<file path="config.mk">
export PLATFORM = sky130hd
export DESIGN_NAME = sd_wfifo_arbiter
export DESIGN_NICKNAME = d
export VERILOG_FILES = /design/src/rtl/sd_wfifo_arbiter.sv
export SDC_FILE = /design/constraint.sdc
export NUM_CORES = 1
export LEC_CHECK = 0
export ABC_CLOCK_PERIOD_IN_PS = 2000
export BUFFER_PORTS_ARGS = -buffer_cell sky130_fd_sc_hd__buf_2
export CORE_ASPECT_RATIO = 0.6
export CORE_UTILIZATION = 46
export DETAILED_ROUTE_END_ITERATION = 6
export GPL_ROUTABILITY_DRIVEN = 0
export PLACE_DENSITY = 0.86
export SLEW_MARGIN = 10
export SYNTH_ARGS = -nofsm -noshare
export SYNTH_HDL_FRONTEND = slang
export SYNTH_SLANG_ARGS = --single-unit
export TNS_END_PERCENT = 100
</file>
<file path="constraint.sdc">
create_clock -name sys_clk -period 2 [get_ports sys_clk]
set_input_delay 0.3 -clock sys_clk [delete_from_list [all_inputs] [get_ports sys_clk]]
set_output_delay 0.3 -clock sys_clk [all_outputs]
set_load 0.03 [all_outputs]
</file>
<file path="src/rtl/sd_wfifo_arbiter.sv">
// Round-robin burst arbiter sharing the SDRAM write FIFO between blender (0), PCI (1) and RISC (2).
// Grants bursts of up to BURST_LEN words and inserts one idle-select cycle between owners.
module sd_wfifo_arbiter #(
    parameter int BURST_LEN = 4,
    parameter int CNT_W     = 4,
    parameter int STAT_W    = 16
) (
    input  logic              sys_clk,
    input  logic              sys_rst_n,
    input  logic [2:0]        req,
    input  logic [2:0]        req_en,
    input  logic              sd_wfifo_full,
    output logic [1:0]        sd_w_mux_select,
    output logic              sd_wfifo_push_n,
    output logic [2:0]        ack,
    output logic [2:0]        grant,
    output logic              busy,
    output logic [STAT_W-1:0] words_pushed,
    output logic [1:0]        fsm_state
);

    typedef enum logic [1:0] {
        IDLE    = 2'd0,
        XFER    = 2'd1,
        RELEASE = 2'd2
    } state_t;

    state_t           state, state_d;
    logic [2:0]       grant_d;
    logic [1:0]       rr_ptr, rr_ptr_d;
    logic [CNT_W-1:0] burst_cnt, burst_cnt_d;
    logic [2:0]       eff;
    logic [1:0]       gidx;
    logic [1:0]       win;
    logic             owner_req;
    logic             push;
    logic             last_word;

    assign eff       = req & req_en;
    assign owner_req = |(grant & eff);
    // Push is held off while reset is asserted so an abandoned burst never leaks a word.
    assign push      = sys_rst_n & (state == XFER) & owner_req & ~sd_wfifo_full;
    assign last_word = (burst_cnt == CNT_W'(BURST_LEN - 1));

    assign gidx = grant[2] ? 2'd2 : (grant[1] ? 2'd1 : 2'd0);

    // First requester at or above rr_ptr, wrapping 2 -> 0.
    always_comb begin
        win = 2'd0;
        case (rr_ptr)
            2'd1:    win = eff[1] ? 2'd1 : (eff[2] ? 2'd2 : 2'd0);
            2'd2:    win = eff[2] ? 2'd2 : (eff[0] ? 2'd0 : 2'd1);
            default: win = eff[0] ? 2'd0 : (eff[1] ? 2'd1 : 2'd2);
        endcase
    end

    always_comb begin
        state_d     = state;
        grant_d     = grant;
        rr_ptr_d    = rr_ptr;
        burst_cnt_d = burst_cnt;
        case (state)
            IDLE: begin
                if (|eff) begin
                    state_d     = XFER;
                    grant_d     = 3'b001 << win;
                    burst_cnt_d = '0;
                end
            end
            XFER: begin
                if (!owner_req || (push && last_word)) begin
                    state_d     = RELEASE;
                    grant_d     = '0;
                    burst_cnt_d = '0;
                    rr_ptr_d    = (gidx == 2'd2) ? 2'd0 : gidx + 2'd1;
                end else if (push) begin
                    burst_cnt_d = burst_cnt + CNT_W'(1);
                end
            end
            RELEASE: state_d = IDLE;
            default: state_d = IDLE;
        endcase
    end

    always_ff @(posedge sys_clk) begin
        if (!sys_rst_n) begin
            state        <= IDLE;
            grant        <= '0;
            rr_ptr       <= 2'd0;
            burst_cnt    <= '0;
            words_pushed <= '0;
        end else begin
            state        <= state_d;
            grant        <= grant_d;
            rr_ptr       <= rr_ptr_d;
            burst_cnt    <= burst_cnt_d;
            words_pushed <= words_pushed + STAT_W'(push);
        end
    end

    always_comb begin
        sd_w_mux_select = 2'b11;
        if (grant[0])      sd_w_mux_select = 2'b00;
        else if (grant[1]) sd_w_mux_select = 2'b01;
        else if (grant[2]) sd_w_mux_select = 2'b10;
    end

    assign sd_wfifo_push_n = ~push;
    assign ack             = push ? grant : 3'b000;
    assign busy            = (state != IDLE);
    assign fsm_state       = state;

endmodule

</file>
==> results of run 1 <==
==> cells by family after synthesis <==
family	after synthesis	share of synthesized area, %
AO/OA/AOI/OAI	26	14.0
XOR/XNOR	11	7.10
adder cells (fa/ha/maj)	6	5.53
buffers and inverters	12	3.32
flip-flops	27	39.9
multiplexers	5	3.69
AND/OR/NAND/NOR	72	26.5
==> per-stage QoR <==
stage	util (%)	setup WS (ns)
4_1_cts	64.4	0.0449
3_3_place_gp	62.7	0.0514
6_report	65.0	0.0645
3_5_place_dp	62.7	0.00765
2_1_floorplan	-	0.0361
5_1_grt	65.0	-0.0159
==> metal layers <==
layer | vias to the layer above | track usage [%] | part of all wire, %
li1 | 656 | - | -
met1 | 628 | 33.7 | 47
met2 | 58 | 36.3 | 45
met3 | 8 | 5.69 | 7.3
met4 | 0 | 9.02 | 1.2
met5 | - | 0 | 0
==> sequential cells by signal (all words and copies together), names as in the netlist <==
signal and count:
burst_cnt 4, fsm_state 2, grant 3, rr_ptr 2, words_pushed 16
==> cells in the mapped netlist (3+ instances only) <==
cell type and instances:
sky130_fd_sc_hd__inv_1 7, sky130_fd_sc_hd__inv_2 3, sky130_fd_sc_hd__xor2_1 6, sky130_fd_sc_hd__a31oi_1 3
sky130_fd_sc_hd__dfxtp_1 27, sky130_fd_sc_hd__nand2_1 15, sky130_fd_sc_hd__xnor2_1 5, sky130_fd_sc_hd__o21ai_0 3
sky130_fd_sc_hd__ha_1 6, sky130_fd_sc_hd__nand3_1 15, sky130_fd_sc_hd__nor2_1 18, sky130_fd_sc_hd__nor3_1 5
sky130_fd_sc_hd__mux2i_1 5, sky130_fd_sc_hd__nand4_1 5, sky130_fd_sc_hd__a21oi_1 5
==> worst max-delay path, delay by kind of cell (launching register included) <==
| kind | cells | cell delay (ns) |
|---|---|---|
| flops | 1 | 0.37 |
| simple gates | 2 | 0.34 |
| compound gates | 1 | 0.22 |
| buf+inv | 3 | 0.43 |
==> cell type report <==
type,instances,area share [%]
clock buffers,4,2.62
inverters,10,2.18
repair buffers,39,12.1
well taps,40,2.91
multi-input cells,120,47.8
flip-flops and latches,27,32.4
==> final timing paths <==
path	to	slack [ns]	cells after the start
setup / recovery	ack[1]	0.06	6
hold / removal	grant[2]$_SDFFE_PN0P_	0.35	3
setup reg to reg	grant[2]$_SDFFE_PN0P_	0.07	5
hold reg to reg	fsm_state[0]$_SDFFE_PN0P_	0.47	1
==> power by group through the flow <==
| stage | clock network (W) | logic [W] | registers, W |
|---|---|---|---|
| finish | 0.000306 | 0.000171 | 0.000565 |
| CTS | 0.000311 | 0.000167 | 0.000565 |
| global route | 0.000337 | 0.000184 | 0.000568 |
| detailed placement | 0 | 0.000166 | 0.000577 |
| floorplan | 0 | 0.0000994 | 0.000590 |
| global placement | 0 | 0.000162 | 0.000576 |
==> metrics.md, run 1 <==
| Metric | Value |
|---|---|
| Sequential fraction of the synthesis area | `39.9%` |
| Fraction of final layout cells with drive strength greater than 1 | `28.5%` |
| Reported leakage power | `0.702 nW` |
| Maximum fanout encountered on the critical timing path | `7` |
| Count of antenna diodes in the layout | `0` |
| Post-detailed-placement half-perimeter wirelength | `2.65 mm` |
| Async set-reset flop share out of synthesis | `0%` |
| Status | `completed` |
| Cell at the root of the clock tree | `sky130_fd_sc_hd__clkbuf_8` |
| Post-synthesis instance total | `159` |
| Most instantiated flip-flop cell in the synthesis netlist | `sky130_fd_sc_hd__dfxtp_1` |
| Cts repair resizes | `0` |
| DP Cell Count | `236` |
| Cell area after placement | `1660 sq um` |
| Clock network latency to the later pin of the worst-skew pair | `0.27 ns` |
| Final clock skew | `0.00314 ns` |
| Count of cell types in the netlist | `39` |
| Net count, final | `216` |
| Area growth syn-to-layout | `26.8%` |
| Post CTS Setup Buffer Count | `0` |
| Maximum cell stage delay along the critical path | `0.37 ns` |
| Inserted Clock Buffers | `3` |
| Required time at the endpoint of the critical path | `1.70 ns` |
| Io pins | `37` |
| Leading post-synthesis cells by cell area | `sky130_fd_sc_hd__dfxtp_1 40%, sky130_fd_sc_hd__ha_1 5.5%, sky130_fd_sc_hd__nand3_1 5.5%` |
| Mapped cell area | `1360 sq um` |
| Total number of yosys warnings | `0` |
| PortBufs | `36` |
| Overall fraction of global-route tracks in use | `24.0%` |
| Mean instance size in the synthesized netlist | `8.53 sq um` |
| Combinational Power Share | `16.4%` |
| Fin area | `1720 sq um` |
| Post-synth EDFFs | `0` |
| Vias in the first global route | `1190` |
| Max-slew violation count | `0` |
| Synth top area share | `39.9%` |
| Most common library cell in the layout ignoring fill and taps | `sky130_fd_sc_hd__buf_2` |
| Cell Int Power | `0.000749 W` |
| Area of the multi-input gates | `822 sq um` |
| Detail-routed via count per cell | `5.63` |
| Switch Pwr | `0.000293 W` |
| Unrepaired setup endpoints after global routing | `true` |
| Die area | `3180 sq um` |
| Vias | `1350` |
| Total Neg Setup Slack | `0 ns` |
| Worst hold slack | `0.349 ns` |
| Hold path startpoint | `req_en[2]` |
| Critical Path Slowest Stage Cell | `sky130_fd_sc_hd__dfxtp_4` |
| Final setup violation count | `0` |
| Hold Path Class | `in2reg` |
| DR pass1 iterations | `4` |
| Number of sinks driven by the clock tree | `27` |
| Number of endpoints with negative hold slack in the final report | `0` |
| Final Non-Filler Cells | `240` |
| H-tree level count | `1` |
| Area used by sequential logic in the layout | `557 sq um` |
| Horiz. Die Dim | `72.1 um` |
| Largest area contributor in the netlist | `sky130_fd_sc_hd__dfxtp_1` |
| Number of violations of the max-capacitance limit | `0` |
| Maximum frequency from static timing analysis | `517 MHz` |
| Critical path type | `reg2out` |
| Antenna violations before repair | `0` |
| Post-synthesis register bit count | `27` |
| Routed wire length per instance | `14.3 um` |
| FILL cells | `223` |
| Floorplan row count | `14` |
| Detailed Route Iter0 Violations | `131` |
| Maximum number of pins on one net before global-route repair | `17` |
| Worst setup path startpoint | `fsm_state[1]$_SDFFE_PN0P_` |
| Final routed DRC violation total | `0` |
| Leftover overflow at the end of global routing | `0` |
| Switching share of power | `28.1%` |
| Crit Reg-Reg Startpoint | `burst_cnt[0]$_SDFFE_PN0P_` |
| Arrival time at the worst endpoint | `1.64 ns` |
| First-pass GRT wire length | `5.69 mm` |
| Peak supply drop | `0.339 mV` |
| Total power | `0.00104 W` |
| Series of cell instances along the critical path | `nand4bb_4 -> a31oi_4 -> buf_6 -> inv_2 -> nor2_1 -> buf_2` |
| Time the worst path needs with I/O delays and setup | `1.94 ns` |
| Worst slew margin relative to its limit | `59.6%` |
| Antenna Violating Nets Remaining | `0` |
| Std-Cell Core Area | `2650 sq um` |
| Clock slew at reported path FFs | `0.09 ns` |
| Commonest non-fill, non-tap cells in the layout | `35 x sky130_fd_sc_hd__buf_2, 22 x sky130_fd_sc_hd__dfxtp_1, 18 x sky130_fd_sc_hd__nor2_1` |
| Kind of start point of the critical path | `flip-flop` |
| Hold-fix buffers at CTS | `0` |
| Clock power frac | `29.4%` |
| Fin crit share | `96.8%` |
| Die H | `44.1 um` |
| Wire length after detailed routing | `3.43 mm` |
| Element type at the critical path end | `primary output` |
| Initial core utilization | `51.3%` |
| Sequential share of power | `54.2%` |
| Slew at the pin with the worst max-slew slack | `0.605 ns` |
| TritonCTS clock tree | `yes` |
| Pwr/cell area | `606 nW/um^2` |
| Maximum count of clock buffers along a single path | `2` |
| Net count after synthesis | `174` |
(Power assumes the default switching activity.)
==> run 2, diff against run 1 <==
==> constraint.sdc (replaced) <==
create_clock -name sys_clk -period 2 [get_ports sys_clk]
set_input_delay 0 -clock sys_clk [delete_from_list [all_inputs] [get_ports sys_clk]]
set_output_delay 0 -clock sys_clk [all_outputs]
set_load 0.03 [all_outputs]
==> run 2 against run 1 <==
  * First-iteration DRC count shrank 11%
  * Via count shrank 0.22%
  * Clock skew grew 0.0018 ns
  * Total power grew 1.2%
  * Critical endpoint is now words_pushed[14]$_SDFF_PN0_
==> metrics.md, run 2 (synthesis results as in run 1) <==
| Metric | Value |
|---|---|
| Hold path startpoint | `req_en[2] (unchanged)` |
| Area of the multi-input gates | `821 sq um (was 822 sq um)` |
| Fin crit share | `97.3% (was 96.8%)` |
| DR pass1 iterations | `4 (unchanged)` |
| Area growth syn-to-layout | `26.8% (unchanged)` |
| Highest signal layer in the routed design | `met4 (unchanged)` |
| Worst setup path startpoint | `fsm_state[1]$_SDFFE_PN0P_ (unchanged)` |
| Commonest non-fill, non-tap cells in the layout | `36 x sky130_fd_sc_hd__buf_2, 22 x sky130_fd_sc_hd__dfxtp_1, 18 x sky130_fd_sc_hd__nor2_1 (was 35 x sky130_fd_sc_hd__buf_2, 22 x sky130_fd_sc_hd__dfxtp_1, 18 x sky130_fd_sc_hd__nor2_1)` |
| Overall fraction of global-route tracks in use | `22.9% (was 24.0%)` |
| Leftover overflow at the end of global routing | `0 (unchanged)` |
| Maximum number of pins on one net before global-route repair | `17 (unchanged)` |
| TritonCTS clock tree | `yes (unchanged)` |
| R2R setup slack | `0.05 ns (was 0.07 ns)` |
| Antenna violations before repair | `0 (unchanged)` |
| Final clock skew | `0.00492 ns (was 0.00314 ns)` |
| Maximum frequency from static timing analysis | `514 MHz (was 517 MHz)` |
| Number of endpoints with negative hold slack in the final report | `0 (unchanged)` |
| DR WL met2 | `1.55 mm (was 1.54 mm)` |
| Final Non-Filler Cells | `241 (was 240)` |
| First-pass GRT wire length | `5.51 mm (was 5.69 mm)` |
| Cell at the root of the clock tree | `sky130_fd_sc_hd__clkbuf_8 (unchanged)` |
| Io pins | `37 (unchanged)` |
| Required time at the endpoint of the critical path | `2.21 ns (was 1.70 ns)` |
| Wire length after detailed routing | `3.47 mm (was 3.43 mm)` |
| Element type at the critical path end | `flip-flop (was primary output)` |
| Floorplan row count | `14 (unchanged)` |
| Clock slew at reported path FFs | `0.09 ns (about the same)` |
| Register bank with the most flops | `words_pushed (unchanged)` |
| Peak supply drop | `0.333 mV (was 0.339 mV)` |
| Largest registers | `words_pushed (16), burst_cnt (4), grant (3) (unchanged)` |
| Pwr/cell area | `613 nW/um^2 (was 606 nW/um^2)` |
| Vias | `1347 (was 1350)` |
| Antenna Violating Nets Remaining | `0 (unchanged)` |
| Time the worst path needs with I/O delays and setup | `1.95 ns (was 1.94 ns)` |
| Max-slew violation count | `0 (unchanged)` |
| Routed wire length per instance | `14.4 um (was 14.3 um)` |
| Arrival time at the worst endpoint | `2.16 ns (was 1.64 ns)` |
| Count of antenna diodes in the layout | `0 (unchanged)` |
| Maximum count of clock buffers along a single path | `2 (unchanged)` |
| Critical path type | `reg2reg (was reg2out)` |
| Met3 layer wire length in the routed design | `218 um (was 252 um)` |
| Final setup violation count | `0 (unchanged)` |
| Initial core utilization | `51.3% (unchanged)` |
| Horiz. Die Dim | `72.1 um (unchanged)` |
| Detail-routed via count per cell | `5.59 (was 5.63)` |
| Net count, final | `217 (was 216)` |
| Largest register FFs | `16 (unchanged)` |
| Inserted Clock Buffers | `3 (unchanged)` |
| Kind of start point of the critical path | `flip-flop (unchanged)` |
| Crit Reg-Reg Startpoint | `fsm_state[1]$_SDFFE_PN0P_ (was burst_cnt[0]$_SDFFE_PN0P_)` |
| Final routed DRC violation total | `0 (unchanged)` |
| Status | `completed (unchanged)` |
| PortBufs | `36 (unchanged)` |
| Vias in the first global route | `1196 (was 1190)` |
| Reported leakage power | `0.708 nW (was 0.702 nW)` |
| Sum of routed wire segments on met1 | `1.68 mm (was 1.60 mm)` |
| Post-detailed-placement half-perimeter wirelength | `2.55 mm (was 2.65 mm)` |
| Hold-fix buffers at CTS | `0 (unchanged)` |
| Std-Cell Core Area | `2650 sq um (unchanged)` |
| DP Cell Count | `236 (unchanged)` |
| Worst slew margin relative to its limit | `61.4% (was 59.6%)` |
| Maximum fanout encountered on the critical timing path | `7 (unchanged)` |
| Detailed Route Iter0 Violations | `116 (was 131)` |
| Total Neg Setup Slack | `0 ns (unchanged)` |
| Number of violations of the max-capacitance limit | `0 (unchanged)` |
| Die area | `3180 sq um (unchanged)` |
| Fraction of final layout cells with drive strength greater than 1 | `28.9% (was 28.5%)` |
| Most common library cell in the layout ignoring fill and taps | `sky130_fd_sc_hd__buf_2 (unchanged)` |
| Slew at the pin with the worst max-slew slack | `0.565 ns (was 0.605 ns)` |
| Hold Path Class | `in2reg (unchanged)` |
| Number of sinks driven by the clock tree | `27 (unchanged)` |
| Area used by sequential logic in the layout | `557 sq um (unchanged)` |
| FILL cells | `208 (was 223)` |
| Clock network latency to the later pin of the worst-skew pair | `0.28 ns (was 0.27 ns)` |
| H-tree level count | `1 (unchanged)` |
| Die H | `44.1 um (unchanged)` |
[run 2: changes by cell type in the layout (fill, tap and decap cells not counted)]
cell,before,now
sky130_fd_sc_hd__buf_2,35,36
sky130_fd_sc_hd__clkbuf_4,1,0
sky130_fd_sc_hd__buf_6,1,0
sky130_fd_sc_hd__a2111oi_1,1,0
sky130_fd_sc_hd__buf_4,2,4
sky130_fd_sc_hd__a2111oi_0,0,1
[run 2: path summary, 6_finish.rpt]
kind,to,depth (start not counted)
setup / recovery,words_pushed[14]$_SDFF_PN0_,7
hold / removal,grant[2]$_SDFFE_PN0P_,3
setup reg to reg,words_pushed[14]$_SDFF_PN0_,7
hold reg to reg,fsm_state[0]$_SDFFE_PN0P_,1
[run 2: layout make-up]
type	instances	share of cell area (%)
inverters	10	2.18
repair buffers	40	12.2
multi-input cells	120	47.7
well taps	40	2.91
flip-flops and latches	27	32.4
clock buffers	4	2.62
[run 2: through the flow]
| step | hold slack, ns | setup slack, ns | power, W | cell area (sq um) | utilization [%] |
|---|---|---|---|---|---|
| after floorplan | 0.151 | 0.0361 | 0.000690 | 1410 | - |
| after global placement | 0.305 | 0.125 | 0.000737 | 1660 | 62.7 |
| after detailed placement | 0.294 | 0.0716 | 0.000744 | 1660 | 62.7 |
| after CTS | 0.000649 | 0.0336 | 0.00105 | 1700 | 64.4 |
| after global routing | 0.0417 | -0.00991 | 0.00108 | 1720 | 65.0 |
| final | 0.0188 | 0.0540 | 0.00105 | 1720 | 65.0 |
[run 2: where the power goes]
group | total (W) | leakage (nW) | internal [W] | switching, W
sequential | 0.000563 | 0.221 | 0.000548 | 0.0000147
clock | 0.000319 | 0.0228 | 0.000143 | 0.000176
combinational | 0.000173 | 0.463 | 0.0000578 | 0.000115
total | 0.00105 | 0.708 | 0.000749 | 0.000305
[run 2: what timing repair did]
item,in CTS,in global routing
setup endpoints to repair,0,1
hold endpoints to repair,0,0
setup buffers,0,1
resized for setup,0,1
[run 2: routing by layer]
metal	vias to the layer above	GRT usage, %
met3	2	6.61
met4	0	5.49
met2	53	35.5
li1	654	-
met5	-	0
met1	638	32.1
[run 2: worst max-delay path, stage by stage, from the launching register on]
cell and delay, ns:
sky130_fd_sc_hd__dfxtp_4 0.37, sky130_fd_sc_hd__nand4bb_4 0.22, sky130_fd_sc_hd__a31oi_4 0.21, sky130_fd_sc_hd__ha_4 0.19, sky130_fd_sc_hd__ha_4 0.15, sky130_fd_sc_hd__nand2_1 0.10, sky130_fd_sc_hd__or4_1 0.48, sky130_fd_sc_hd__a21oi_1 0.15
==> run 3, diff against run 2 <==
ABC_CLOCK_PERIOD_IN_PS = 1900   (was 2000)
CORE_UTILIZATION = 50   (was 46)
PLACE_DENSITY = 0.89   (was 0.86)
clock period = 1.9 ns   (was 2 ns; I/O delays follow)
==> run 3 against run 2 <==
  * The run now ends with negative setup slack left
  * Clock skew fell by 0.0019 ns
  * Non-clock buffer count grew 3
  * Maximum frequency is 2.4% higher
  * First-iteration DRC count up 3.4%
  * Largest cell class unchanged
==> metrics.md, run 3 (synthesis results as in run 1) <==
| Metric | Value |
|---|---|
| Arrival time at the worst endpoint | `2.11 ns (was 2.16 ns)` |
| Required time at the endpoint of the critical path | `2.11 ns (was 2.21 ns)` |
| Io pins | `37 (unchanged)` |
| Fraction of final layout cells with drive strength greater than 1 | `33.3% (was 28.9%)` |
| Final routed DRC violation total | `0 (unchanged)` |
| Worst-case setup margin in the final layout | `-0.000452 ns (was 0.0540 ns)` |
| Critical path type | `reg2reg (unchanged)` |
| Net count, final | `220 (was 217)` |
| Number of sinks driven by the clock tree | `27 (unchanged)` |
| First-pass GRT wire length | `6.11 mm (was 5.51 mm)` |
| Overall fraction of global-route tracks in use | `26.7% (was 22.9%)` |
| Inserted Clock Buffers | `3 (unchanged)` |
| Pwr/cell area | `625 nW/um^2 (was 613 nW/um^2)` |
| Peak supply drop | `0.426 mV (was 0.333 mV)` |
| Initial core utilization | `53.4% (was 51.3%)` |
| Hold Path Class | `in2reg (unchanged)` |
| PortBufs | `36 (unchanged)` |
| Failing checks | `negative setup slack` |
| Number of endpoints with negative hold slack in the final report | `0 (unchanged)` |
| Detailed Route Iter0 Violations | `120 (was 116)` |
| Fraction of met2 tracks used by global routing | `43.1% (was 35.5%)` |
| Switch Pwr | `0.000321 W (was 0.000305 W)` |
| Maximum number of pins on one net before global-route repair | `17 (unchanged)` |
| Final clock skew | `0.00307 ns (was 0.00492 ns)` |
| DR pass1 iterations | `5 (was 4)` |
| Number of violations of the max-capacitance limit | `0 (unchanged)` |
| Met3 track utilization from global routing | `9.38% (was 6.61%)` |
| Element type at the critical path end | `flip-flop (unchanged)` |
| Die H | `42.3 um (was 44.1 um)` |
| Busiest layer in global routing | `met2 (unchanged)` |
| TritonCTS clock tree | `yes (unchanged)` |
| Commonest non-fill, non-tap cells in the layout | `36 x sky130_fd_sc_hd__buf_2, 22 x sky130_fd_sc_hd__dfxtp_1, 18 x sky130_fd_sc_hd__nor2_1 (unchanged)` |
| Vias in the first global route | `1289 (was 1196)` |
| Largest register FFs | `16 (unchanged)` |
| Cell Int Power | `0.000793 W (was 0.000749 W)` |
| Hold-fix buffers at CTS | `0 (unchanged)` |
| Final setup violation count | `1 (was 0)` |
| Most common library cell in the layout ignoring fill and taps | `sky130_fd_sc_hd__buf_2 (unchanged)` |
| Maximum fanout encountered on the critical timing path | `4 (was 7)` |
| Status | `complete, but fails checks (was completed)` |
| Largest registers | `words_pushed (16), burst_cnt (4), grant (3) (unchanged)` |
| Switching share of power | `28.8% (was 28.9%)` |
| Maximum frequency from static timing analysis | `526 MHz (was 514 MHz)` |
| Detail-routed via count per cell | `6.08 (was 5.59)` |
| Reported leakage power | `0.723 nW (was 0.708 nW)` |
| Count of antenna diodes in the layout | `0 (unchanged)` |
| Kind of start point of the critical path | `flip-flop (unchanged)` |
| Slew at the pin with the worst max-slew slack | `0.608 ns (was 0.565 ns)` |
| Fin crit share | `100% (was 97.3%)` |
| Register bank with the most flops | `words_pushed (unchanged)` |
| Clock slew at reported path FFs | `0.09 ns (about the same)` |
| Vias | `1434 (was 1347)` |
| Clock network latency to the later pin of the worst-skew pair | `0.27 ns (was 0.28 ns)` |
| Floorplan row count | `14 (unchanged)` |
| Max-slew violation count | `0 (unchanged)` |
| Leftover overflow at the end of global routing | `0 (unchanged)` |
| Worst setup slack after placement | `-0.00432 ns (was 0.0716 ns)` |
| Worst slew margin relative to its limit | `58.4% (was 61.4%)` |
| Die area | `2930 sq um (was 3180 sq um)` |
| Maximum count of clock buffers along a single path | `2 (unchanged)` |
| Antenna Violating Nets Remaining | `0 (unchanged)` |
| Area growth syn-to-layout | `31.4% (was 26.8%)` |
| Clock power frac | `29.2% (was 30.2%)` |
| H-tree level count | `1 (unchanged)` |
| Cell at the root of the clock tree | `sky130_fd_sc_hd__clkbuf_8 (unchanged)` |
| Std-Cell Core Area | `2540 sq um (was 2650 sq um)` |
| Wire length after detailed routing | `3.94 mm (was 3.47 mm)` |
| Time the worst path needs with I/O delays and setup | `1.90 ns (was 1.95 ns)` |
| Combinational Power Share | `17.6% (was 16.4%)` |
| Routed wire length per instance | `16.7 um (was 14.4 um)` |
| Post-detailed-placement half-perimeter wirelength | `2.77 mm (was 2.55 mm)` |
| Core occupancy in the finished layout | `70.1% (was 65.0%)` |
| Sequential share of power | `53.2% (was 53.4%)` |
| Met1 demand-to-capacity share in global routing | `34.8% (was 32.1%)` |
| Horiz. Die Dim | `69.2 um (was 72.1 um)` |
| Antenna violations before repair | `0 (unchanged)` |
[run 3: changes by cell type in the layout (fill, tap and decap cells not counted), sizes merged]
| cell | change |
|---|---|
| buf | +3 |
[run 3: final timing paths]
kind / startpoint / end / slack (ns) / depth (start not counted)
setup reg to reg: fsm_state[1]$_SDFFE_PN0P_ / words_pushed[14]$_SDFF_PN0_ / -0.0005 / 7
hold / removal: req_en[2] / grant[2]$_SDFFE_PN0P_ / 0.05 / 3
hold reg to reg: rr_ptr[0]$_SDFFE_PN0P_ / rr_ptr[0]$_SDFFE_PN0P_ / 0.50 / 2
setup / recovery: fsm_state[1]$_SDFFE_PN0P_ / words_pushed[14]$_SDFF_PN0_ / -0.0005 / 7
[run 3: power by group through the flow]
stage / logic [W] / clock network, W / registers (W)
final: 0.000196 / 0.000325 / 0.000592
after global routing: 0.000206 / 0.000362 / 0.000594
after CTS: 0.000184 / 0.000325 / 0.000591
after detailed placement: 0.000183 / 0 / 0.000604
after global placement: 0.000176 / 0 / 0.000604
after floorplan: 0.000105 / 0 / 0.000622
[run 3: what timing repair did]
action	in CTS	in global routing
pin swaps	1	4
setup endpoints to repair	1	7
setup buffers	1	4
cloned	0	0
gates resized for setup	0	8
[run 3: worst max-delay path, cell delays in order (launching register included)]
cell	delay [ns]
sky130_fd_sc_hd__dfxtp_4	0.35
sky130_fd_sc_hd__nand4bb_4	0.22
sky130_fd_sc_hd__a31oi_4	0.22
sky130_fd_sc_hd__ha_4	0.20
sky130_fd_sc_hd__ha_4	0.15
sky130_fd_sc_hd__nand2_2	0.07
sky130_fd_sc_hd__or4_4	0.49
sky130_fd_sc_hd__a21oi_2	0.14
[run 3: through the flow]
stage	setup TNS, ns	hold WS [ns]	instance area (sq um)	instances	total power, W
detailed placement	-0.00432	0.312	1660	228	0.000787
global route	-0.0259	0.0370	1780	236	0.00116
finish	-0.000452	0.0471	1780	236	0.00111
floorplan	-0.0212	0.151	1430	159	0.000726
CTS	0	0.0251	1710	233	0.00110
global placement	0	0.308	1660	228	0.000779
[run 3: cell type report]
cell class | instances | area, sq um
sequential | 27 | 557
multi-input combinational | 120 | 870
fill | 174 | 758
tap | 32 | 40.0
clock buffer | 4 | 45.0
inverter | 10 | 37.5
timing repair buffer | 43 | 233
[run 3: metal layers]
metal / up-vias / share of wire, %
li1: 664 / -
met1: 667 / 41
met3: 14 / 10
met4: 0 / 2.2
met5: - / 0
met2: 89 / 46
